$ cat config.mk
export PLATFORM = sky130hd
export DESIGN_NAME = hazard_unit_flat
export DESIGN_NICKNAME = d
export VERILOG_FILES = /design/src/rtl/hazard_unit_if.sv /design/src/rtl/hazard_unit.sv /design/src/flat_wrapper.sv
export SDC_FILE = /design/constraint.sdc
export NUM_CORES = 1
export LEC_CHECK = 0
export CELL_PAD_IN_SITES_DETAIL_PLACEMENT = 0
export CELL_PAD_IN_SITES_GLOBAL_PLACEMENT = 1
export CORE_MARGIN = 2
export CORE_UTILIZATION = 25
export DETAILED_ROUTE_END_ITERATION = 10
export PLACE_DENSITY = 0.86
export REMOVE_ABC_BUFFERS = 1
export SYNTH_ARGS = -nofsm -noshare
export SYNTH_HDL_FRONTEND = slang
export SYNTH_SLANG_ARGS = --single-unit
$ cat constraint.sdc
create_clock -name clk -period 2.3 [get_ports clk]
set_clock_uncertainty 0.15 [all_clocks]
set_input_delay 0.345 -clock clk [delete_from_list [all_inputs] [get_ports clk]]
set_output_delay 0.345 -clock clk [all_outputs]
set_load 0.02 [all_outputs]
$ cat src/rtl/hazard_unit_if.sv
// Hazard-unit bus: ID/EX/MEM/WB hazard inputs from the pipeline and controller,
// plus the enables, flushes, forwarding selects and counters driven back.
interface hazard_unit_if #(
  parameter int unsigned ADDR_W = 5,
  parameter int unsigned CNT_W  = 16
);
  logic [ADDR_W-1:0] id_rs;
  logic [ADDR_W-1:0] id_rt;
  logic              id_uses_rs;
  logic              id_uses_rt;
  logic [ADDR_W-1:0] ex_rd;
  logic              ex_memread;
  logic              ex_regwrite;
  logic [ADDR_W-1:0] mem_rd;
  logic              mem_regwrite;
  logic              mem_memread;
  logic [ADDR_W-1:0] wb_rd;
  logic              wb_regwrite;
  logic              redirect;

  logic              pc_write;
  logic              ifid_write;
  logic              ifid_flush;
  logic              idex_flush;
  logic              exmem_flush;
  logic [1:0]        fwd_a;
  logic [1:0]        fwd_b;
  logic [1:0]        state;
  logic [CNT_W-1:0]  stall_count;
  logic [CNT_W-1:0]  flush_count;

  modport master (
    output id_rs, id_rt, id_uses_rs, id_uses_rt,
    output ex_rd, ex_memread, ex_regwrite,
    output mem_rd, mem_regwrite, mem_memread,
    output wb_rd, wb_regwrite, redirect,
    input  pc_write, ifid_write, ifid_flush, idex_flush, exmem_flush,
    input  fwd_a, fwd_b, state, stall_count, flush_count
  );

  modport slave (
    input  id_rs, id_rt, id_uses_rs, id_uses_rt,
    input  ex_rd, ex_memread, ex_regwrite,
    input  mem_rd, mem_regwrite, mem_memread,
    input  wb_rd, wb_regwrite, redirect,
    output pc_write, ifid_write, ifid_flush, idex_flush, exmem_flush,
    output fwd_a, fwd_b, state, stall_count, flush_count
  );
endinterface

$ cat src/rtl/hazard_unit.sv
// Load-use stall / MEM-redirect flush sequencer with EX operand forwarding.
// Define HAZ_PERF_CNT_EN to build the saturating stall/flush event counters.
module hazard_unit #(
  parameter int unsigned ADDR_W = 5,
  parameter int unsigned CNT_W  = 16
) (
  input  logic         clk,
  input  logic         rst,
  hazard_unit_if.slave bus
);

  typedef enum logic [1:0] {
    ST_RUN   = 2'd0,
    ST_STALL = 2'd1,
    ST_FLUSH = 2'd2
  } state_e;

  state_e            state_q, state_d;
  logic [ADDR_W-1:0] ex_rs_q, ex_rt_q;
  logic              ex_use_a_q, ex_use_b_q;

  logic       lu_c;
  logic       pc_write_c, ifid_write_c;
  logic       ifid_flush_c, idex_flush_c, exmem_flush_c;
  logic       stall_evt_c, flush_evt_c;
  logic [1:0] fwd_a_c, fwd_b_c;

  // ex_regwrite is part of the controller interface but not needed for any decision
  logic unused_ex_regwrite;
  assign unused_ex_regwrite = bus.ex_regwrite;

  // ID holds a bubble while in FLUSH, so no load-use is possible then
  always_comb begin
    lu_c = 1'b0;
    if (bus.ex_memread && (bus.ex_rd != ADDR_W'(0)) && (state_q != ST_FLUSH)) begin
      lu_c = (bus.id_uses_rs && (bus.id_rs == bus.ex_rd)) ||
             (bus.id_uses_rt && (bus.id_rt == bus.ex_rd));
    end
  end

  always_ff @(posedge clk or negedge rst) begin
    if (!rst) state_q <= ST_RUN;
    else      state_q <= state_d;
  end

  // Priority: reset > redirect > load-use > advance
  always_comb begin
    state_d       = ST_RUN;
    pc_write_c    = 1'b1;
    ifid_write_c  = 1'b1;
    ifid_flush_c  = 1'b0;
    idex_flush_c  = 1'b0;
    exmem_flush_c = 1'b0;
    stall_evt_c   = 1'b0;
    flush_evt_c   = 1'b0;
    if (!rst) begin
      ifid_flush_c  = 1'b1;
      idex_flush_c  = 1'b1;
      exmem_flush_c = 1'b1;
    end else if (bus.redirect) begin
      ifid_flush_c  = 1'b1;
      idex_flush_c  = 1'b1;
      exmem_flush_c = 1'b1;
      flush_evt_c   = 1'b1;
      state_d       = ST_FLUSH;
    end else if (lu_c) begin
      pc_write_c    = 1'b0;
      ifid_write_c  = 1'b0;
      idex_flush_c  = 1'b1;
      stall_evt_c   = 1'b1;
      state_d       = ST_STALL;
    end
  end

  always_ff @(posedge clk or negedge rst) begin
    if (!rst) begin
      ex_rs_q    <= '0;
      ex_rt_q    <= '0;
      ex_use_a_q <= 1'b0;
      ex_use_b_q <= 1'b0;
    end else if (idex_flush_c) begin
      ex_rs_q    <= '0;
      ex_rt_q    <= '0;
      ex_use_a_q <= 1'b0;
      ex_use_b_q <= 1'b0;
    end else begin
      ex_rs_q    <= bus.id_rs;
      ex_rt_q    <= bus.id_rt;
      ex_use_a_q <= bus.id_uses_rs;
      ex_use_b_q <= bus.id_uses_rt;
    end
  end

  // MEM beats WB; a load in MEM has no data yet; $0 never forwards
  function automatic logic [1:0] fwd_sel(input logic use_x, input logic [ADDR_W-1:0] src);
    logic [1:0] sel;
    sel = 2'd0;
    if (use_x && (src != ADDR_W'(0))) begin
      if (bus.mem_regwrite && !bus.mem_memread && (bus.mem_rd == src)) sel = 2'd1;
      else if (bus.wb_regwrite && (bus.wb_rd == src))                  sel = 2'd2;
    end
    return sel;
  endfunction

  always_comb begin
    fwd_a_c = fwd_sel(ex_use_a_q, ex_rs_q);
    fwd_b_c = fwd_sel(ex_use_b_q, ex_rt_q);
  end

`ifdef HAZ_PERF_CNT_EN
  logic [CNT_W-1:0] stall_count_q, flush_count_q;

  always_ff @(posedge clk or negedge rst) begin
    if (!rst) begin
      stall_count_q <= '0;
      flush_count_q <= '0;
    end else begin
      if (flush_evt_c && (flush_count_q != {CNT_W{1'b1}}))
        flush_count_q <= flush_count_q + CNT_W'(1);
      if (stall_evt_c && (stall_count_q != {CNT_W{1'b1}}))
        stall_count_q <= stall_count_q + CNT_W'(1);
    end
  end

  assign bus.stall_count = stall_count_q;
  assign bus.flush_count = flush_count_q;
`else
  logic unused_evt;
  assign unused_evt      = stall_evt_c ^ flush_evt_c;
  assign bus.stall_count = CNT_W'(0);
  assign bus.flush_count = CNT_W'(0);
`endif

  assign bus.pc_write    = pc_write_c;
  assign bus.ifid_write  = ifid_write_c;
  assign bus.ifid_flush  = ifid_flush_c;
  assign bus.idex_flush  = idex_flush_c;
  assign bus.exmem_flush = exmem_flush_c;
  assign bus.fwd_a       = fwd_a_c;
  assign bus.fwd_b       = fwd_b_c;
  assign bus.state       = state_q;

endmodule

$ cat src/flat_wrapper.sv
// flat-port wrapper written by rule: the top's interface ports become plain ports
module hazard_unit_flat 
#(
  parameter int unsigned ADDR_W = 5,
  parameter int unsigned CNT_W  = 16
)
  (clk, rst, bus_id_rs, bus_id_rt, bus_id_uses_rs, bus_id_uses_rt, bus_ex_rd, bus_ex_memread, bus_ex_regwrite, bus_mem_rd, bus_mem_regwrite, bus_mem_memread, bus_wb_rd, bus_wb_regwrite, bus_redirect, bus_pc_write, bus_ifid_write, bus_ifid_flush, bus_idex_flush, bus_exmem_flush, bus_fwd_a, bus_fwd_b, bus_state, bus_stall_count, bus_flush_count);
  hazard_unit_if #(.ADDR_W(ADDR_W), .CNT_W(CNT_W)) bus_i ();
  input  logic clk;
  input  logic rst;
  input wire logic [$bits(bus_i.id_rs)-1:0] bus_id_rs;
  input wire logic [$bits(bus_i.id_rt)-1:0] bus_id_rt;
  input wire logic [$bits(bus_i.id_uses_rs)-1:0] bus_id_uses_rs;
  input wire logic [$bits(bus_i.id_uses_rt)-1:0] bus_id_uses_rt;
  input wire logic [$bits(bus_i.ex_rd)-1:0] bus_ex_rd;
  input wire logic [$bits(bus_i.ex_memread)-1:0] bus_ex_memread;
  input wire logic [$bits(bus_i.ex_regwrite)-1:0] bus_ex_regwrite;
  input wire logic [$bits(bus_i.mem_rd)-1:0] bus_mem_rd;
  input wire logic [$bits(bus_i.mem_regwrite)-1:0] bus_mem_regwrite;
  input wire logic [$bits(bus_i.mem_memread)-1:0] bus_mem_memread;
  input wire logic [$bits(bus_i.wb_rd)-1:0] bus_wb_rd;
  input wire logic [$bits(bus_i.wb_regwrite)-1:0] bus_wb_regwrite;
  input wire logic [$bits(bus_i.redirect)-1:0] bus_redirect;
  output wire logic [$bits(bus_i.pc_write)-1:0] bus_pc_write;
  output wire logic [$bits(bus_i.ifid_write)-1:0] bus_ifid_write;
  output wire logic [$bits(bus_i.ifid_flush)-1:0] bus_ifid_flush;
  output wire logic [$bits(bus_i.idex_flush)-1:0] bus_idex_flush;
  output wire logic [$bits(bus_i.exmem_flush)-1:0] bus_exmem_flush;
  output wire logic [$bits(bus_i.fwd_a)-1:0] bus_fwd_a;
  output wire logic [$bits(bus_i.fwd_b)-1:0] bus_fwd_b;
  output wire logic [$bits(bus_i.state)-1:0] bus_state;
  output wire logic [$bits(bus_i.stall_count)-1:0] bus_stall_count;
  output wire logic [$bits(bus_i.flush_count)-1:0] bus_flush_count;
  assign bus_i.id_rs = bus_id_rs;
  assign bus_i.id_rt = bus_id_rt;
  assign bus_i.id_uses_rs = bus_id_uses_rs;
  assign bus_i.id_uses_rt = bus_id_uses_rt;
  assign bus_i.ex_rd = bus_ex_rd;
  assign bus_i.ex_memread = bus_ex_memread;
  assign bus_i.ex_regwrite = bus_ex_regwrite;
  assign bus_i.mem_rd = bus_mem_rd;
  assign bus_i.mem_regwrite = bus_mem_regwrite;
  assign bus_i.mem_memread = bus_mem_memread;
  assign bus_i.wb_rd = bus_wb_rd;
  assign bus_i.wb_regwrite = bus_wb_regwrite;
  assign bus_i.redirect = bus_redirect;
  assign bus_pc_write = bus_i.pc_write;
  assign bus_ifid_write = bus_i.ifid_write;
  assign bus_ifid_flush = bus_i.ifid_flush;
  assign bus_idex_flush = bus_i.idex_flush;
  assign bus_exmem_flush = bus_i.exmem_flush;
  assign bus_fwd_a = bus_i.fwd_a;
  assign bus_fwd_b = bus_i.fwd_b;
  assign bus_state = bus_i.state;
  assign bus_stall_count = bus_i.stall_count;
  assign bus_flush_count = bus_i.flush_count;
  hazard_unit #(.ADDR_W(ADDR_W), .CNT_W(CNT_W)) u_core (.clk(clk), .rst(rst), .bus(bus_i));
endmodule
==> summary.md, run 1 <==
| Metric | Value |
|---|---|
| Status | complete, no violations |
| Max-cap viol count | 0 |
| Drt via density | 3.83 |
| Avg Inst Size Synth | 8.83 um^2 |
| Gate Count Post-Synth | 141 |
| FF/Latch Area | 350 um^2 |
| Layout Nets | 255 |
| Crit path kind | input pin to output pin |
| Pwr/cell area | 389 nW/um^2 |
| N_diodes | 0 |
| Std cell rows | 25 |
| Worst setup SP type | input pin |
| Antenna violations before repair | 0 |
| GRT overflow | 0 |
| Yosys reg bits | 14 |
| Final setup fails | 0 |
| Slew Viols, Final | 0 |
| Post-synth top area cell | dfrtp_1 |
| RR Endpoint | u_core.ex_use_a_q |
| Routed len/inst | 10.1 um |
| Leakage | 0.912 nW |
| CTS buffer count | 3 |
| Initial Util | 26.2% |
| Part of the Yosys area used for sequential elements | 28.1% |
| Commonest register cell after synthesis | dfrtp_1 |
| Layout cells sized above 1 | 30.1% |
| Multi-input logic area | 779 um^2 |
| DR pass1 iterations | 4 |
| Largest net degree at the start of global routing | 16 |
| Fmax | 452 MHz |
| Setup_tns | 0 ns |
| Fillers | 483 |
| Vias in the first global route | 985 |
| # port buffers | 44 |
| Top-area cell type share of the netlist area | 28.1% |
| Residual DRC | 0 |
| Reg2reg start | u_core.bus.state[1] |
| Final Hold Fails | 0 |
| Crit-path max FO | 4 |
| Hold_buf cts | 0 |
| Area Overhead vs Synth | 59.8% |
| Clock Tree Buf Depth | 2 |
| Number of synthesized flops with an enable pin | 0 |
| Final WL | 2.88 mm |
| Core footprint | 4750 um^2 |
| CP Data Arrival Time | 1.72 ns |
| DP HPWL | 2.46 mm |
| Tcrit/Tclk final | 96.1% |
| Ys async rst share | 100% |
| Gr usage total | 10.7% |
| Via count | 1094 |
| Reg2reg setup slack | 0.97 ns |
| Yosys synthesis warning count | 0 |
| Clk_lat worst skew | 0.24 ns |
| Die area | 5560 um^2 |
| R2R depth | 4 |
| Die height | 74.6 um |
| Top Ports | 78 |
| Clock Tree Root | clkbuf_8 |
| Most common cell in the netlist | buf_4 |
| Unique masters post-synth | 27 |
| Critical path endpoint | bus_exmem_flush |
| Post-route minimum period | 2.21 ns |
| Hold WS | 0.280 ns |
| Total clock sinks | 14 |
| Critical Path RT | 1.80 ns |
| Antenna viol nets, final | 0 |
| Initial DRC Count | 15 |
| TritonCTS clock tree | built |
| Clk slew on worst S/H paths | 0.05 ns |
| Global-route wire length before repair | 4.46 mm |
| CP endpoint kind | output pin |
| Routability cong. | 0.884 |
| Post-Syn Area | 1240 um^2 |
| Peak supply drop | 0.147 mV |
| Commonest cells in the synthesized netlist | 34 x buf_4, 26 x xnor2_1, 17 x nand2_1, 14 x dfrtp_1, 9 x a21oi_2 |
| Top post-synthesis cells by area | dfrtp_1 28%, buf_4 21%, xnor2_1 18%, a21oi_2 6.3%, nand2_1 5.1% |
| Horiz. Die Dim | 74.6 um |
| Htree depth | 1 |
| Hold Crit Class | input pin to asynchronous set/reset pin |
| Critical path startpoint | rst |
==> worst min path at each step <==
stage / start / to / slack [ns] / depth (start not counted)
floorplan: rst / u_core.bus.state[0] / -0.10 / 0
global placement: rst / u_core.bus.state[0] / 0.54 / 2
detailed placement: rst / u_core.bus.state[0] / 0.54 / 2
CTS: rst / u_core.ex_rt_q[3] / 0.28 / 2
global route: rst / u_core.ex_rt_q[3] / 0.31 / 2
finish: rst / u_core.bus.state[0] / 0.28 / 2
==> final cells by class <==
| cell class | instances | share of cell area (%) |
|---|---|---|
| inverters | 2 | 0.377 |
| clock buffers | 4 | 2.77 |
| well taps | 67 | 4.21 |
| repair buffers | 80 | 35.8 |
| flip-flops and latches | 14 | 17.6 |
| multi-input cells | 119 | 39.2 |
==> sequential cells by signal, indices dropped and copies added (netlist names) <==
name               flops
u_core.ex_use_b_q      1
u_core.ex_use_a_q      1
u_core.ex_rt_q         5
u_core.bus.state       2
u_core.ex_rs_q         5
==> logic make-up (layout without fill, tap and decap cells) <==
logic type                Yosys count  in the layout  share of synthesized area (%)
buffers and inverters              39             86                           22.7
DFF                                14             14                           28.1
AOI/OAI and AO/OA                  20             20                           12.9
and+or+nand+nor                    37             37                           14.9
other                               1             32                          0.301
xor gates and xnor gates           30             30                           21.1
==> per-stage QoR <==
step | cells | power [mW] | utilization, % | instance area (um^2) | setup slack, ns
3_5_place_dp | 281 | 0.537 | 39.4 | 1870 | -0.510
2_1_floorplan | 135 | 0.396 | - | 1090 | -0.192
4_1_cts | 285 | 0.773 | 40.6 | 1930 | -0.0929
5_1_grt | 286 | 0.828 | 41.8 | 1990 | -0.0298
6_report | 286 | 0.773 | 41.8 | 1990 | 0.0895
3_3_place_gp | 281 | 0.534 | 39.4 | 1870 | -0.497
==> power breakdown <==
part / switching (mW) / leakage (nW) / total (mW) / internal [mW]
Sequential: 0.00664 / 0.188 / 0.263 / 0.256
Combinational: 0.141 / 0.695 / 0.281 / 0.141
Clock: 0.0781 / 0.0288 / 0.229 / 0.151
Total: 0.225 / 0.912 / 0.773 / 0.548
==> timing repair <==
item / in CTS / in global routing
pin swaps: 1 / 6
setup buffers: 0 / 1
gates resized for setup: 28 / 23
endpoints found under the setup margin: 7 / 8
gates cloned: 0 / 0
==> per-layer routing <==
| metal | vias to the layer above | track usage [%] | part of all wire, % |
|---|---|---|---|
| met4 | 0 | 6.55 | 3.0 |
| met1 | 468 | 13.2 | 40 |
| li1 | 561 | - | - |
| met5 | - | 0 | 0 |
| met3 | 7 | 1.63 | 9.0 |
| met2 | 58 | 17.6 | 48 |
==> worst max-delay path, cell delays in order <==
cell,delay [ns]
clkdlybuf4s50_1,0.41
nor2b_1,0.13
buf_4,0.14
inv_1,0.08
clkdlybuf4s50_1,0.60
==> placed cells by master (no fill, tap or decap), types with 3 or more instances in the layout <==
| cell | count |
|---|---|
| dfrtp_1 | 14 |
| a21oi_2 | 9 |
| clkdlybuf4s50_1 | 31 |
| nor3_1 | 4 |
| clkbuf_8 | 4 |
| conb_1 | 32 |
| nand4_1 | 5 |
| xnor2_1 | 24 |
| buf_6 | 3 |
| nand2_1 | 17 |
| xor2_1 | 4 |
| dlymetal6s2s_1 | 6 |
| buf_4 | 36 |
| a21oi_1 | 3 |
(Power assumes the default switching activity.)
==> run 2: changes to the inputs <==
Settings changed: CORE_UTILIZATION 25 to 26, CTS_BUF_LIST from default to sky130_fd_sc_hd__clkbuf_8, CTS_CLUSTER_SIZE from default to 12, PLACE_DENSITY 0.86 to 0.89.
==> run 2 against run 1 <==
Effect of this change:
- die area decreased by 3.6%
- design area decreased by 1.6%
- sequential cell count unchanged
- hold slack about the same
- clock power about the same
- maximum frequency increased by 0.64%
- utilization increased by 0.17 points
- worst setup slack improved by 0.014 ns
- via count decreased by 2.4%
- first-iteration DRC count decreased by 33%
- critical path type unchanged
- critical endpoint is now bus_ifid_write
- largest power group unchanged
- highest routed layer unchanged
==> summary.md, run 2 (synthesis results as in run 1) <==
| Metric | Value |
|---|---|
| Layout cells sized above 1 | 28.4% (was 30.1%) |
| Clock Tree Buf Depth | 2 (unchanged) |
| Routability cong. | 0.810 (was 0.884) |
| Dpl cells | 267 (was 281) |
| Area Overhead vs Synth | 57.3% (was 59.8%) |
| Status | complete, no violations (unchanged) |
| CTS buffer count | 3 (unchanged) |
| Die height | 73.2 um (was 74.6 um) |
| Critical-path top delay cell | clkdlybuf4s50_1 (unchanged) |
| Total clock sinks | 14 (unchanged) |
| GRT overflow | 0 (unchanged) |
| Fillers | 448 (was 483) |
| CP Data Arrival Time | 1.70 ns (was 1.72 ns) |
| Crit-path max FO | 3 (was 4) |
| Final Util | 42.0% (was 41.8%) |
| CP Buf/Inv Count | 3 (was 4) |
| DR pass1 iterations | 4 (unchanged) |
| Initial DRC Count | 10 (was 15) |
| Final Hold Fails | 0 (unchanged) |
| Core footprint | 4660 um^2 (was 4750 um^2) |
| Most frequent cells in the layout | 36 x buf_4, 32 x conb_1, 31 x clkdlybuf4s50_1 (unchanged) |
| Critical Path, Cell by Cell | clkdlybuf4s50_1, xnor2_1, nand4_1, o22ai_1, buf_4, nand3_4, buf_6 (was clkdlybuf4s50_1, nor2b_1, buf_4, inv_1, clkdlybuf4s50_1) |
| Leakage | 0.887 nW (was 0.912 nW) |
| Final setup fails | 0 (unchanged) |
| Antenna viol nets, final | 0 (unchanged) |
| Antenna violations before repair | 0 (unchanged) |
| Drt via density | 3.93 (was 3.83) |
| R2R depth | 4 (unchanged) |
| N_diodes | 0 (unchanged) |
| Clk_lat worst skew | 0.24 ns (about the same) |
| Cell family with most CP delay | buffers and inverters (unchanged) |
| Largest net degree at the start of global routing | 16 (unchanged) |
| DP HPWL | 2.35 mm (was 2.46 mm) |
| Vias in the first global route | 1017 (was 985) |
| Fmax | 455 MHz (was 452 MHz) |
| Clk slew on worst S/H paths | 0.05 ns (about the same) |
| Global-route wire length before repair | 4.35 mm (was 4.46 mm) |
| Non-Filler Instances | 272 (was 286) |
| Routed len/inst | 9.86 um (was 10.1 um) |
| Clock Tree Root | clkbuf_8 (unchanged) |
| Final WL | 2.68 mm (was 2.88 mm) |
| Pwr/cell area | 392 nW/um^2 (was 389 nW/um^2) |
| RSZ-0062 raised after global routing | no |
| Top Ports | 78 (unchanged) |
| Post-route minimum period | 2.20 ns (was 2.21 ns) |
| Peak supply drop | 0.134 mV (was 0.147 mV) |
| Critical Path RT | 1.80 ns (about the same) |
| Setup_tns | 0 ns (unchanged) |
| TritonCTS clock tree | built (unchanged) |
| Die area | 5360 um^2 (was 5560 um^2) |
| CP endpoint kind | output pin (unchanged) |
| Horiz. Die Dim | 73.2 um (was 74.6 um) |
| Residual DRC | 0 (unchanged) |
| Crit path kind | input pin to output pin (unchanged) |
| Crit-path max cell delay | 0.53 ns (was 0.60 ns) |
| Worst setup SP type | input pin (unchanged) |
| Commonest non-fill, non-tap cell in the layout | buf_4 (unchanged) |
| Via count | 1068 (was 1094) |
| Hold Crit Class | input pin to asynchronous set/reset pin (unchanged) |
| Slew Viols, Final | 0 (unchanged) |
| Htree depth | 1 (unchanged) |
| Tcrit/Tclk final | 95.5% (was 96.1%) |
| Critical path depth | 7 (was 5) |
| # port buffers | 44 (unchanged) |
| Gr usage total | 10.6% (was 10.7%) |
| Initial Util | 26.7% (was 26.2%) |
| Layout Nets | 254 (was 255) |
| Std cell rows | 25 (unchanged) |
| Max-cap viol count | 0 (unchanged) |
-- run 2: per-stage QoR --
stage | hold slack [ns] | power [mW] | instance area (um^2) | worst slack, ns
final | 0.281 | 0.768 | 1960 | 0.104
after global routing | 0.301 | 0.820 | 1960 | 0.00860
after detailed placement | 0.545 | 0.536 | 1850 | -0.522
after CTS | 0.281 | 0.774 | 1930 | 0.00334
after floorplan | -0.101 | 0.396 | 1090 | -0.192
after global placement | 0.541 | 0.533 | 1850 | -0.496
-- run 2: worst reg2reg max path, delay by kind of cell, from the launching register on --
kind                   cells  cell delay [ns]
AO/OA/AOI/OAI              2             0.34
buffers and inverters      2             0.35
flip-flops                 1             0.38
-- run 2: report_power, final --
| group | switching (mW) | internal (mW) | total, mW | leakage (nW) |
|---|---|---|---|---|
| Clock | 0.0763 | 0.151 | 0.227 | 0.0288 |
| Combinational | 0.140 | 0.139 | 0.278 | 0.670 |
| Sequential | 0.00657 | 0.256 | 0.263 | 0.188 |
-- run 2: layout make-up --
| type | instances | area [um^2] | area share, % |
|---|---|---|---|
| tap | 54 | 67.6 | 3.45 |
| sequential | 14 | 350 | 17.9 |
| multi-input combinational | 119 | 779 | 39.8 |
| inverter | 2 | 7.51 | 0.383 |
| clock buffer | 4 | 55.1 | 2.81 |
| timing repair buffer | 79 | 698 | 35.7 |
-- run 2: worst paths after layout --
check	start	end	slack, ns
setup / recovery	bus_ex_rd[0]	bus_ifid_write	0.10
hold / removal	rst	u_core.bus.state[1]	0.28
setup reg to reg	u_core.bus.state[1]	u_core.ex_rt_q[4]	0.95
hold reg to reg	u_core.bus.state[0]	u_core.bus.state[0]	0.68
max in group asynchronous	rst	u_core.ex_use_a_q	1.56
min in group clk	bus_redirect	u_core.bus.state[1]	0.57
-- run 2: routing by layer --
layer | vias up | global-route usage [%] | share of wire (%)
met5 | - | 0 | 0
met4 | 0 | 7.41 | 4.0
met3 | 9 | 0.829 | 8.1
met2 | 63 | 17.0 | 45
met1 | 437 | 13.2 | 43
li1 | 559 | - | -
-- run 2: repair_timing --
item / 4_1_cts / 5_1_grt
endpoints found under the hold margin: 0 / 0
setup buffers: 1 / 0
pin swaps: 3 / 3
endpoints found under the setup margin: 7 / 9
gates resized for setup: 32 / 16
hold buffers: 0 / 0
==> run 3: changes to the inputs <==
Settings changed: CORE_MARGIN 2 to default.
==> run 3 against run 2 <==
Effect of this change:
- largest power group unchanged
- via count down 1.0%
- register-to-register slack barely moved
- sequential cell count did not move
- the flow now finishes with violations (design-rule violations)
- utilization increased by 0.16 points
- routed wire length down 0.93%
- worst setup slack worse by 0.041 ns
- combinational power down 3%
- clock power down 19%
==> summary.md, run 3 (synthesis results as in run 1) <==
| Metric | Value |
|---|---|
| Dpl cells | 259 (was 267) |
| Global-route wire length before repair | 4.28 mm (was 4.35 mm) |
| Commonest non-fill, non-tap cell in the layout | clkdlybuf4s50_1 (was buf_4) |
| Core footprint | 4470 um^2 (was 4660 um^2) |
| Clock Tree Buf Depth | 2 (unchanged) |
| Final setup fails | 0 (unchanged) |
| Failing checks | design-rule violations |
| Clk slew on worst S/H paths | 0.05 ns (about the same) |
| Worst setup SP type | input pin (unchanged) |
| Layout Nets | 247 (was 254) |
| N_diodes | 0 (unchanged) |
| Crit-path max FO | 2 (was 3) |
| DP HPWL | 2.35 mm (about the same) |
| Setup bufs post-CTS | 0 (was 1) |
| Post-route cell area | 1890 um^2 (was 1960 um^2) |
| CTS buffer count | 3 (unchanged) |
| Final Util | 42.2% (was 42.0%) |
| Hold Crit Class | input pin to asynchronous set/reset pin (unchanged) |
| CP Data Arrival Time | 1.74 ns (was 1.70 ns) |
| Final WL | 2.66 mm (was 2.68 mm) |
| Pre-CTS setup slack | -0.532 ns (was -0.522 ns) |
| Peak supply drop | 0.157 mV (was 0.134 mV) |
| Total clock sinks | 14 (unchanged) |
| Setup_tns | 0 ns (unchanged) |
| Std cell rows | 24 (was 25) |
| Htree depth | 1 (unchanged) |
| DR pass1 iterations | 7 (was 4) |
| Fmax | 447 MHz (was 455 MHz) |
| Crit path kind | input pin to output pin (unchanged) |
| Power Total | 717 uW (was 768 uW) |
| Antenna violations before repair | 0 (unchanged) |
| Post-route setup slack | 0.0621 ns (was 0.104 ns) |
| Via count | 1057 (was 1068) |
| Leakage | 0.835 nW (was 0.887 nW) |
| Residual DRC | 8 (was 0) |
| Gr usage total | 11.0% (was 10.6%) |
| Post-DP Area | 1800 um^2 (was 1850 um^2) |
| Die area | 5070 um^2 (was 5360 um^2) |
| TritonCTS clock tree | built (unchanged) |
| Initial Util | 27.8% (was 26.7%) |
| Area Overhead vs Synth | 51.6% (was 57.3%) |
| Initial DRC Count | 32 (was 10) |
| Tcrit/Tclk final | 97.3% (was 95.5%) |
| Clock Tree Root | clkbuf_8 (unchanged) |
| Critical Path RT | 1.80 ns (about the same) |
| Hold WS | 0.290 ns (was 0.281 ns) |
| Status | finished with violations (was complete, no violations) |
| Fillers | 459 (was 448) |
| Max-cap viol count | 0 (unchanged) |
| Top Ports | 78 (unchanged) |
| Die height | 71.2 um (was 73.2 um) |
| # port buffers | 44 (unchanged) |
| Final Hold Fails | 0 (unchanged) |
| Clk_lat worst skew | 0.24 ns (about the same) |
| Routed len/inst | 10.1 um (was 9.86 um) |
| GRT overflow | 0 (unchanged) |
| CP endpoint kind | output pin (unchanged) |
| Horiz. Die Dim | 71.2 um (was 73.2 um) |
| Layout cells sized above 1 | 25.7% (was 28.4%) |
| Largest net degree at the start of global routing | 16 (unchanged) |
| RSZ-0062 raised after global routing | no (unchanged) |
| Post-route minimum period | 2.24 ns (was 2.20 ns) |
| Most frequent cells in the layout | 35 x clkdlybuf4s50_1, 32 x conb_1, 30 x buf_4 (was 36 x buf_4, 32 x conb_1, 31 x clkdlybuf4s50_1) |
| Vias in the first global route | 967 (was 1017) |
| Slew Viols, Final | 0 (unchanged) |
| Routability cong. | 0.788 (was 0.810) |
| Antenna viol nets, final | 0 (unchanged) |
| Pwr/cell area | 380 nW/um^2 (was 392 nW/um^2) |
| Drt via density | 4.03 (was 3.93) |
| Non-Filler Instances | 262 (was 272) |
run 3: timing repair:
action                     CTS  global route
gates cloned                 0             0
hold buffers                 0             0
pin swaps                    3             8
resized for setup           31            12
setup endpoints to repair    7             6
run 3: final cells by class:
cell class / instances / area (um^2) / share of cell area [%]
tap: 52 / 65.1 / 3.45
clock buffer: 3 / 41.3 / 2.19
inverter: 2 / 7.51 / 0.398
timing repair buffer: 72 / 646 / 34.2
sequential: 14 / 350 / 18.6
multi-input combinational: 119 / 777 / 41.2
run 3: power by group:
| part | internal (mW) | switching [mW] |
|---|---|---|
| clock network | 0.115 | 0.0698 |
| logic | 0.133 | 0.137 |
| registers | 0.256 | 0.00603 |
| total | 0.504 | 0.213 |
run 3: critical path, stage by stage:
cell and delay [ns]:
clkdlybuf4s50_1 0.42, or4_4 0.51, o221a_4 0.27, nand3_4 0.07, buf_6 0.12
run 3: routing by layer:
metal  global-route usage, %  routed length (um)  vias up  share of wire, %
li1                        -                   -      548                 -
met1                    13.4                1080      450                41
met2                    18.6                1310       55                49
met3                    1.14                 218        4               8.2
met4                    6.67                  50        0               1.9
met5                       0                   0        -                 0
run 3: path summary, 6_finish.rpt:
| check | start | end | slack [ns] | cells after the start |
|---|---|---|---|---|
| max | bus_ex_rd[1] | bus_pc_write | 0.06 | 5 |
| min | rst | u_core.bus.state[0] | 0.29 | 2 |
| max reg2reg | u_core.bus.state[1] | u_core.ex_rt_q[4] | 0.96 | 4 |
| min reg2reg | u_core.bus.state[0] | u_core.bus.state[0] | 0.58 | 2 |
| max in group asynchronous | rst | u_core.ex_rs_q[2] | 1.55 | 2 |
| min in group clk | bus_ex_rd[3] | u_core.bus.state[0] | 0.51 | 4 |
